`src/rtl/time_set_editor.sv`:
```
// time_set_editor: debounced five-button editor that lets the user adjust
// hour/minute/second and load the edited time back into the running clock.
module time_set_editor #(
  parameter int DEBOUNCE_CYCLES = 1000000,
  parameter int BLINK_CYCLES    = 25000000,
  parameter int TIMEOUT_CYCLES  = 1000000000
) (
  input  logic        clk,
  input  logic        rst_n,
  input  logic        up,
  input  logic        down,
  input  logic        left,
  input  logic        right,
  input  logic        middle,
  input  logic [10:0] cur_hour,
  input  logic [10:0] cur_minute,
  input  logic [10:0] cur_second,
  output logic        edit_active,
  output logic [1:0]  cursor,
  output logic [10:0] set_hour,
  output logic [10:0] set_minute,
  output logic [10:0] set_second,
  output logic        load,
  output logic        blink
);
  localparam int DW = $clog2(DEBOUNCE_CYCLES + 1);
  localparam int BW = $clog2(BLINK_CYCLES + 1);
  localparam int TW = $clog2(TIMEOUT_CYCLES + 1);
  typedef enum logic {S_IDLE, S_EDIT} state_t;
  state_t r_state, w_next;
  logic [4:0] w_raw, r_s1, r_s2, w_db, r_db_q, w_evt;
  logic w_mid, w_up, w_dn, w_lf, w_rt, w_any;
  logic [10:0] r_hour, r_min, r_sec, w_hour_n, w_min_n, w_sec_n, w_sel, w_max, w_fld;
  logic [1:0] r_cur, w_cur_n;
  logic r_load, w_load_n, r_blink, w_blink_n;
  logic [BW-1:0] r_bcnt, w_bcnt_n;
  logic [TW-1:0] r_to, w_to_n;
  assign w_raw = {middle, up, down, left, right};
  always_ff @(posedge clk) begin
    if (!rst_n) begin
      r_s1   <= '0;
      r_s2   <= '0;
      r_db_q <= '0;
    end else begin
      r_s1   <= w_raw;
      r_s2   <= r_s1;
      r_db_q <= w_db;
    end
  end
  for (genvar i = 0; i < 5; i++) begin : g_db
    logic [DW-1:0] r_cnt;
    logic          r_lvl;
    always_ff @(posedge clk) begin
      if (!rst_n) begin
        r_cnt <= '0;
        r_lvl <= 1'b0;
      end else if (r_s2[i] == r_lvl) begin
        r_cnt <= '0;
      end else if (r_cnt == DW'(DEBOUNCE_CYCLES - 1)) begin
        r_cnt <= '0;
        r_lvl <= r_s2[i];
      end else begin
        r_cnt <= r_cnt + 1'b1;
      end
    end
    assign w_db[i] = r_lvl;
  end
  // Only the highest-priority press in a cycle is acted on.
  assign w_evt = w_db & ~r_db_q;
  assign w_any = |w_evt;
  assign w_mid = w_evt[4];
  assign w_up  = w_evt[3] & ~w_evt[4];
  assign w_dn  = w_evt[2] & ~|w_evt[4:3];
  assign w_lf  = w_evt[1] & ~|w_evt[4:2];
  assign w_rt  = w_evt[0] & ~|w_evt[4:1];
  always_ff @(posedge clk) begin
    if (!rst_n) r_state <= S_IDLE;
    else        r_state <= w_next;
  end
  always_comb begin
    w_next = r_state;
    if (r_state == S_IDLE) begin
      if (w_mid) w_next = S_EDIT;
    end else if (w_mid || (!w_any && r_to == TW'(TIMEOUT_CYCLES - 1))) begin
      w_next = S_IDLE;
    end
  end
  always_comb begin
    w_sel     = r_cur == 2'd2 ? r_hour : r_cur == 2'd1 ? r_min : r_sec;
    w_max     = r_cur == 2'd2 ? 11'd23 : 11'd59;
    w_fld     = w_up ? (w_sel == w_max ? 11'd0 : w_sel + 11'd1) : (w_sel == 11'd0 ? w_max : w_sel - 11'd1);
    w_hour_n  = r_hour;
    w_min_n   = r_min;
    w_sec_n   = r_sec;
    w_cur_n   = r_cur;
    w_load_n  = 1'b0;
    w_blink_n = r_blink;
    w_bcnt_n  = r_bcnt;
    w_to_n    = '0;
    if (r_state == S_IDLE) begin
      if (w_mid) begin
        w_hour_n  = cur_hour > 11'd23 ? 11'd0 : cur_hour;
        w_min_n   = cur_minute > 11'd59 ? 11'd0 : cur_minute;
        w_sec_n   = cur_second > 11'd59 ? 11'd0 : cur_second;
        w_cur_n   = 2'd2;
        w_blink_n = 1'b1;
        w_bcnt_n  = '0;
      end
    end else begin
      w_to_n    = w_any ? '0 : r_to + 1'b1;
      w_load_n  = w_mid;
      w_blink_n = r_bcnt == BW'(BLINK_CYCLES - 1) ? ~r_blink : r_blink;
      w_bcnt_n  = r_bcnt == BW'(BLINK_CYCLES - 1) ? '0 : r_bcnt + 1'b1;
      w_cur_n   = w_lf ? (r_cur == 2'd2 ? 2'd0 : r_cur + 2'd1) :
                  w_rt ? (r_cur == 2'd0 ? 2'd2 : r_cur - 2'd1) : r_cur;
      if (w_up || w_dn) begin
        w_blink_n = 1'b1;
        w_bcnt_n  = '0;
        w_hour_n  = r_cur == 2'd2 ? w_fld : r_hour;
        w_min_n   = r_cur == 2'd1 ? w_fld : r_min;
        w_sec_n   = r_cur == 2'd0 ? w_fld : r_sec;
      end
    end
    if (w_next == S_IDLE) begin
      w_blink_n = 1'b0;
      w_bcnt_n  = '0;
    end
  end
  always_ff @(posedge clk) begin
    if (!rst_n) begin
      r_hour  <= '0;
      r_min   <= '0;
      r_sec   <= '0;
      r_cur   <= '0;
      r_load  <= 1'b0;
      r_blink <= 1'b0;
      r_bcnt  <= '0;
      r_to    <= '0;
    end else begin
      r_hour  <= w_hour_n;
      r_min   <= w_min_n;
      r_sec   <= w_sec_n;
      r_cur   <= w_cur_n;
      r_load  <= w_load_n;
      r_blink <= w_blink_n;
      r_bcnt  <= w_bcnt_n;
      r_to    <= w_to_n;
    end
  end
  assign edit_active = r_state == S_EDIT;
  assign cursor      = r_cur;
  assign set_hour    = r_hour;
  assign set_minute  = r_min;
  assign set_second  = r_sec;
  assign load        = r_load;
  assign blink       = r_blink;
endmodule
```
`config.mk`:
```
export PLATFORM = sky130hd
export DESIGN_NAME = time_set_editor
export DESIGN_NICKNAME = d
export VERILOG_FILES = /design/src/rtl/time_set_editor.sv
export SDC_FILE = /design/constraint.sdc
export NUM_CORES = 1
export LEC_CHECK = 0
export ABC_AREA = 1
export CORE_MARGIN = 2
export CORE_UTILIZATION = 59
export DETAILED_ROUTE_END_ITERATION = 10
export PLACE_DENSITY_LB_ADDON = 0.08
export SLEW_MARGIN = 20
export SYNTH_ARGS = -nofsm -noshare
export SYNTH_HDL_FRONTEND = slang
export SYNTH_SLANG_ARGS = --single-unit
```
`constraint.sdc`:
```
create_clock -name clk -period 2.6 [get_ports clk]
set_input_delay 0.52 -clock clk [delete_from_list [all_inputs] [get_ports clk]]
set_output_delay 0.52 -clock clk [all_outputs]
set_load 0.1 [all_outputs]
```
After elaboration in Yosys (flattened, before gate mapping)
Index checks and enable logic that the tools add are counted.
{ "word_totals": {"register_bits": 213} }
{ "classes": {"reduce_logical": 32, "n_bitwise": 15, "addsub": 11, "order_cmp": 3, "eq_ne": 21, "muxes": 38} }
{ "ops": {"columns": ["op", "count"], "rows": [
  ["$mux 11", 20],
  ["$add 20x1->20 const B", 5],
  ["$eq 20x20->1 const B", 5],
  ["$mux 25", 4],
  ["$add 30x1->30 const B", 1],
  ["$eq 30x30->1 const B", 1],
  ["$add 25x1->25 const B", 1],
  ["$eq 25x25->1 const B", 1],
  ["$gt 11x6->1 const B", 2],
  ["$reduce_and 2->1", 9],
  ["$reduce_or 3->1", 6],
  ["$mux 2", 6],
  ["$add 11x1->11 const B", 1],
  ["$eq 11x6->1", 1],
  ["$gt 11x5->1 const B", 1],
  ["$logic_not 11->1", 1],
  ["$sub 11x1->11 const B", 1],
  ["$not 1->1", 9],
  ["$reduce_and 3->1", 3],
  ["$ne 2x1->1 const B", 4],
  ["$mux 1", 7],
  ["$reduce_or 7->1", 1],
  ["$mux 6", 1],
  ["$ne 3x1->1 const B", 2],
  ["16 further kinds", 27]
]} }

Longest topological paths before layout
{ "logic_depth": {"depth_word": 9, "mapped_depth": 17, "depth_no_buf": 16} }

Worst setup path before layout
No wires, ideal clock.
{ "synth_timing": {"kind": "reg-to-reg", "start": "register r_cur[0], in the netlist cursor[0]", "end": "register r_hour[4], in the netlist set_hour[4]", "path_slack_ns": -0.534, "path_buffers": 1, "path_stages_with_launch": 16, "synth_period_minus_slack_ns": 3.134, "t_arrival_ns": 3.063, "required_time_ns": 2.529, "path_cell_list": "dfxtp_1 > inv_1 > ha_1 > inv_2 > buf_6 > nand3_1 > nand2_2 > inv_1 > ha_1 > nand4_1 > nor2_1 > nand3_1 > nand2_1 > o21ai_2 > nand2_2 > a21oi_1"} }
{ "synth_between": {"elab_chain_cells": 9, "elab_cells_between_ends": 17} }
{ "synth_rtl": {"columns": ["item", "line_no", "source"], "rows": [
  ["start: declaration", "34", "logic [1:0] r_cur, w_cur_n;"],
  ["start signal: assignment", "143", "r_cur <= w_cur_n;"],
  ["$eq 2x1->1", "89", "w_sel = r_cur == 2'd2 ? r_hour : r_cur == 2'd1 ? r_min : r_sec;"],
  ["$mux 11 (2 in series)", "89", null],
  ["$sub 11x1->11, or another cell as far along", "91", "w_fld = w_up ? (w_sel == w_max ? 11'd0 : w_sel + 11'd1) : (w_sel == 11'd0 ? w_max : w_sel - 11'd1);"],
  ["$mux 11 (2 in series)", "91", null],
  ["$mux 11", "119", "w_hour_n = r_cur == 2'd2 ? w_fld : r_hour;"],
  ["$mux 11", "116", "if (w_up || w_dn) begin"],
  ["$mux 11", "100", "if (r_state == S_IDLE) begin"],
  ["end signal: assignment", "140", "r_hour <= w_hour_n;"],
  ["end: declaration", "33", "logic [10:0] r_hour, r_min, r_sec, w_hour_n, w_min_n, w_sec_n, w_sel, w_max, w_fld;"]
]} }
Several ways; a longest one is shown, not always the timed one. The select of a mux whose other input is x is not followed.
A chain may end at the register's enable or synchronous reset.

Worst setup path in the final report
{ "layout_timing": {"start": "register r_cur[0], in the netlist cursor[0]", "end": "register r_min[10], in the netlist set_minute[10]"} }
{ "layout_between": {"elab_chain_cells": 9, "elab_cells_between_ends": 17} }
{ "layout_rtl": {"columns": ["item", "line_no", "source"], "rows": [
  ["$eq 2x1->1", "89, 120", null],
  ["$mux 11 (2 in series)", "89", null],
  ["$sub 11x1->11, or another cell as far along", "91", null],
  ["$mux 11 (2 in series)", "91", null],
  ["$mux 11", "120", "w_min_n = r_cur == 2'd1 ? w_fld : r_min;"],
  ["$mux 11", "116", null],
  ["$mux 11", "100", null],
  ["end signal: assignment", "141", "r_min <= w_min_n;"],
  ["end: declaration", "33", null]
]} }
Several ways; a longest one is shown, not always the timed one. The select of a mux whose other input is x is not followed.

==> results.sh <==
export IMPL_synth_area_leaders="dfxtp_1 40%, nand2_1 10%, inv_1 6.8%"
export IMPL_final_util_pct=70.3
export IMPL_hpwl_microns=18200
export IMPL_yosysSeqAreaShare_pct=40.3
export IMPL_synth_compound_area_share_pct=11.2
export IMPL_clk_latency_ns=0.52
export IMPL_yosysTopAreaCell="dfxtp_1"
export IMPL_netlist_area_sq_um=10600
export IMPL_hold_viol=0
export IMPL_cts_setup_buffers=0
export IMPL_cts_tree="done"
export IMPL_synth_main_ff_cell="dfxtp_1"
export IMPL_n_fill_cell=1476
export IMPL_synthesis_nets=1549
export IMPL_io_pins=78
export IMPL_period_needed_ns=2.43
export IMPL_clk_pin_slew_ns=0.06
export IMPL_drtIter0Drc=651
export IMPL_cp_required_ns=3.05
export IMPL_grt_first_pass_wirelength_microns=39800
export IMPL_synthTopCellsByCount="287 x nand2_1, 213 x dfxtp_1, 193 x inv_1, 193 x nor2_1, 112 x a21oi_1"
export IMPL_route_antenna_remaining_nets=0
export IMPL_synth_mux_area_share_pct=0
export IMPL_end_kind="flip-flop"
export IMPL_power_density_nw_per_um2=525
export IMPL_clkSinkCount=213
export IMPL_cts_made_buffers=23
export IMPL_hold_ws_ns=0.398
export IMPL_grt_remaining_overflow=0
export IMPL_numPortBuffers=77
export IMPL_synth_top_family_by_area="simple AND/OR/NAND/NOR gates"
export IMPL_yosys_area_top_type_share_pct=40.3
export IMPL_crit_path_start_kind="flip-flop"
export IMPL_clock_path_buffers=3
export IMPL_worst_path_max_delay_cell="dfxtp_4"
export IMPL_hold_depth=3
export IMPL_relSlewSlack_pct=53.6
export IMPL_num_rows=48
export IMPL_regArea_sq_um=4270
export IMPL_finClkSkew_ns=0.00856
export IMPL_first_pass_iters=5
export IMPL_maxCapViolations=0
export IMPL_syn_inst=1493
export IMPL_worstPathMaxFanout=21
export IMPL_fp_dieArea_sq_um=19000
export IMPL_p_leak_nw=4.75
export IMPL_root_buffer="clkbuf_16"
export IMPL_finalCritPeriodShare_pct=93.3
export IMPL_slowest_delay_ns=0.36
export IMPL_multi_input_area_sq_um=5410
export IMPL_grt_pass1_vias=8788
export IMPL_coreArea_sq_um=17400
export IMPL_layout_drive_gt1_share_pct=10.5
export IMPL_synthAdderAreaFrac_pct=1.89
export IMPL_cts_max_level=1
export IMPL_yosysMostFrequentCell="nand2_1"
export IMPL_finalNonFillerCells=1826
export IMPL_yosys_register_bits=213
export IMPL_crit_type="reg2reg"
export IMPL_crit_chain="inv_1 > ha_1 > inv_2 > buf_12 > nand3_1 > nand2_2 > ha_1 > inv_1 > nor3_4 > nand3_1 > nand2_1 > nand3_1 > nand2_1 > nand2_1 > a21oi_1"
export IMPL_async_flop_share_pct=0
export IMPL_fin_nets=1642
export IMPL_synth_simple_area_share_pct=33.9
export IMPL_worstMarginPinSlew_ns=0.687
export IMPL_fmax_mhz=412
export IMPL_report_final_slew_viol_count=0
export IMPL_die_h_microns=138
export IMPL_globalplace_congestion=0.943
export IMPL_synth_edf_count=0
export IMPL_synth_xor_xnor_area_share_pct=4.14
export IMPL_diodes=0
export IMPL_crit_arrival_ns=2.87
export IMPL_worstRegToRegCells=15
export IMPL_wl_microns=24400
export IMPL_grt_max_degree=25
export IMPL_setup_viol=0
export IMPL_setup_tns_ns=0
export IMPL_hold_path_class="in2reg"
export IMPL_yosys_warnings=0
export IMPL_vdd_ir_drop_max_uv=603
export IMPL_initial_core_util_pct=60.7
export IMPL_drc=0
export IMPL_area_growth_pct=15.8
export IMPL_wire_per_inst_microns=13.3
export IMPL_viasPerCell=5.34
export IMPL_vias=9756
export IMPL_dp_cells=1786
export IMPL_antenna_found_initial=0
export IMPL_synth_distinct_cells=44
export IMPL_grtUsageTotal_pct=25.2
export IMPL_status="finished clean"
export IMPL_synth_area_per_cell_sq_um=7.08
export IMPL_fp_dieW_microns=138
-- metal layers --
metal / part of all wire, % / vias up / track usage, %
li1: - / 5070 / -
met1: 46 / 4434 / 33.1
met2: 46 / 211 / 43.6
met3: 5.3 / 41 / 3.62
met4: 2.1 / 0 / 6.29
met5: 0 / - / 0
-- final cells by class --
cell class | count | area share [%]
flip-flops and latches | 213 | 34.9
repair buffers | 95 | 6.81
clock inverters | 8 | 0.490
multi-input cells | 1051 | 44.2
inverters | 202 | 6.19
clock buffers | 32 | 5.14
well taps | 225 | 2.30
-- what timing repair did --
action	4_1_cts	5_1_grt
endpoints found under the setup margin	0	13
resized for setup	0	3
endpoints found under the hold margin	0	0
hold buffers	0	0
-- path summary, 6_finish.rpt --
kind	startpoint	to	slack, ns
worst max-delay path	cursor[0]	set_minute[10]	0.17
worst min-delay path	rst_n	r_s2[2]	0.40
worst max register to register	cursor[0]	set_minute[10]	0.17
worst min register to register	r_s1[1]	r_s2[1]	0.40
-- cells in the final DEF (no fill, tap or decap), types with 15 or more instances in the layout --
cell type,netlist,routed
nand4_1,46,46
nor2_1,193,193
nor3b_1,20,20
inv_1,193,193
clkbuf_16,0,23
o21ai_0,56,56
buf_4,1,53
nand2_1,287,286
nor3_1,63,63
xor2_1,39,39
nand3_1,85,85
clkdlybuf4s50_1,0,38
dfxtp_1,213,211
nor4_1,19,19
a21oi_1,112,112
ha_1,16,15
-- state kept, by name, indices dropped and copies added, names as in the netlist --
signal	flops
g_db.r_cnt	100
r_to	30
r_bcnt	25
set_hour	11
set_minute	11
set_second	11
g_db.r_lvl	5
r_db_q	5
r_s1	5
r_s2	5
cursor	2
blink	1
edit_active	1
load	1
-- stage by stage --
stage               cell area, sq um  total power [mW]  worst slack (ns)
global placement               11500              3.47             0.207
finish                         12200              6.43             0.175
floorplan                      10600              3.39            0.0504
global route                   12200              6.59          -0.00163
detailed placement             11500              3.47             0.150
CTS                            12200              6.48             0.113
-- logic make-up after synthesis --
logic type,count (synthesis)
AND/OR/NAND/NOR,773
flip-flops,213
buffers and inverters,229
adder cells (fa/ha/maj),16
XOR/XNOR,50
AO/OA/AOI/OAI,212
-- critical path, delay by kind of cell, from the launching register on --
family          cells  cell delay (ns)
buf+inv             4             0.48
simple gates        8             0.92
flops               1             0.36
fa+ha+maj           2             0.43
compound gates      1             0.15
-- report_power, final --
group	internal, mW	leakage, nW	switching [mW]	total [mW]
Sequential	3.27	1.72	0.00513	3.28
Combinational	0.0666	2.69	0.0543	0.121
Clock	1.70	0.344	1.32	3.03
Total	5.04	4.75	1.38	6.43
No activity file was read; power rests on OpenSTA's default activity.
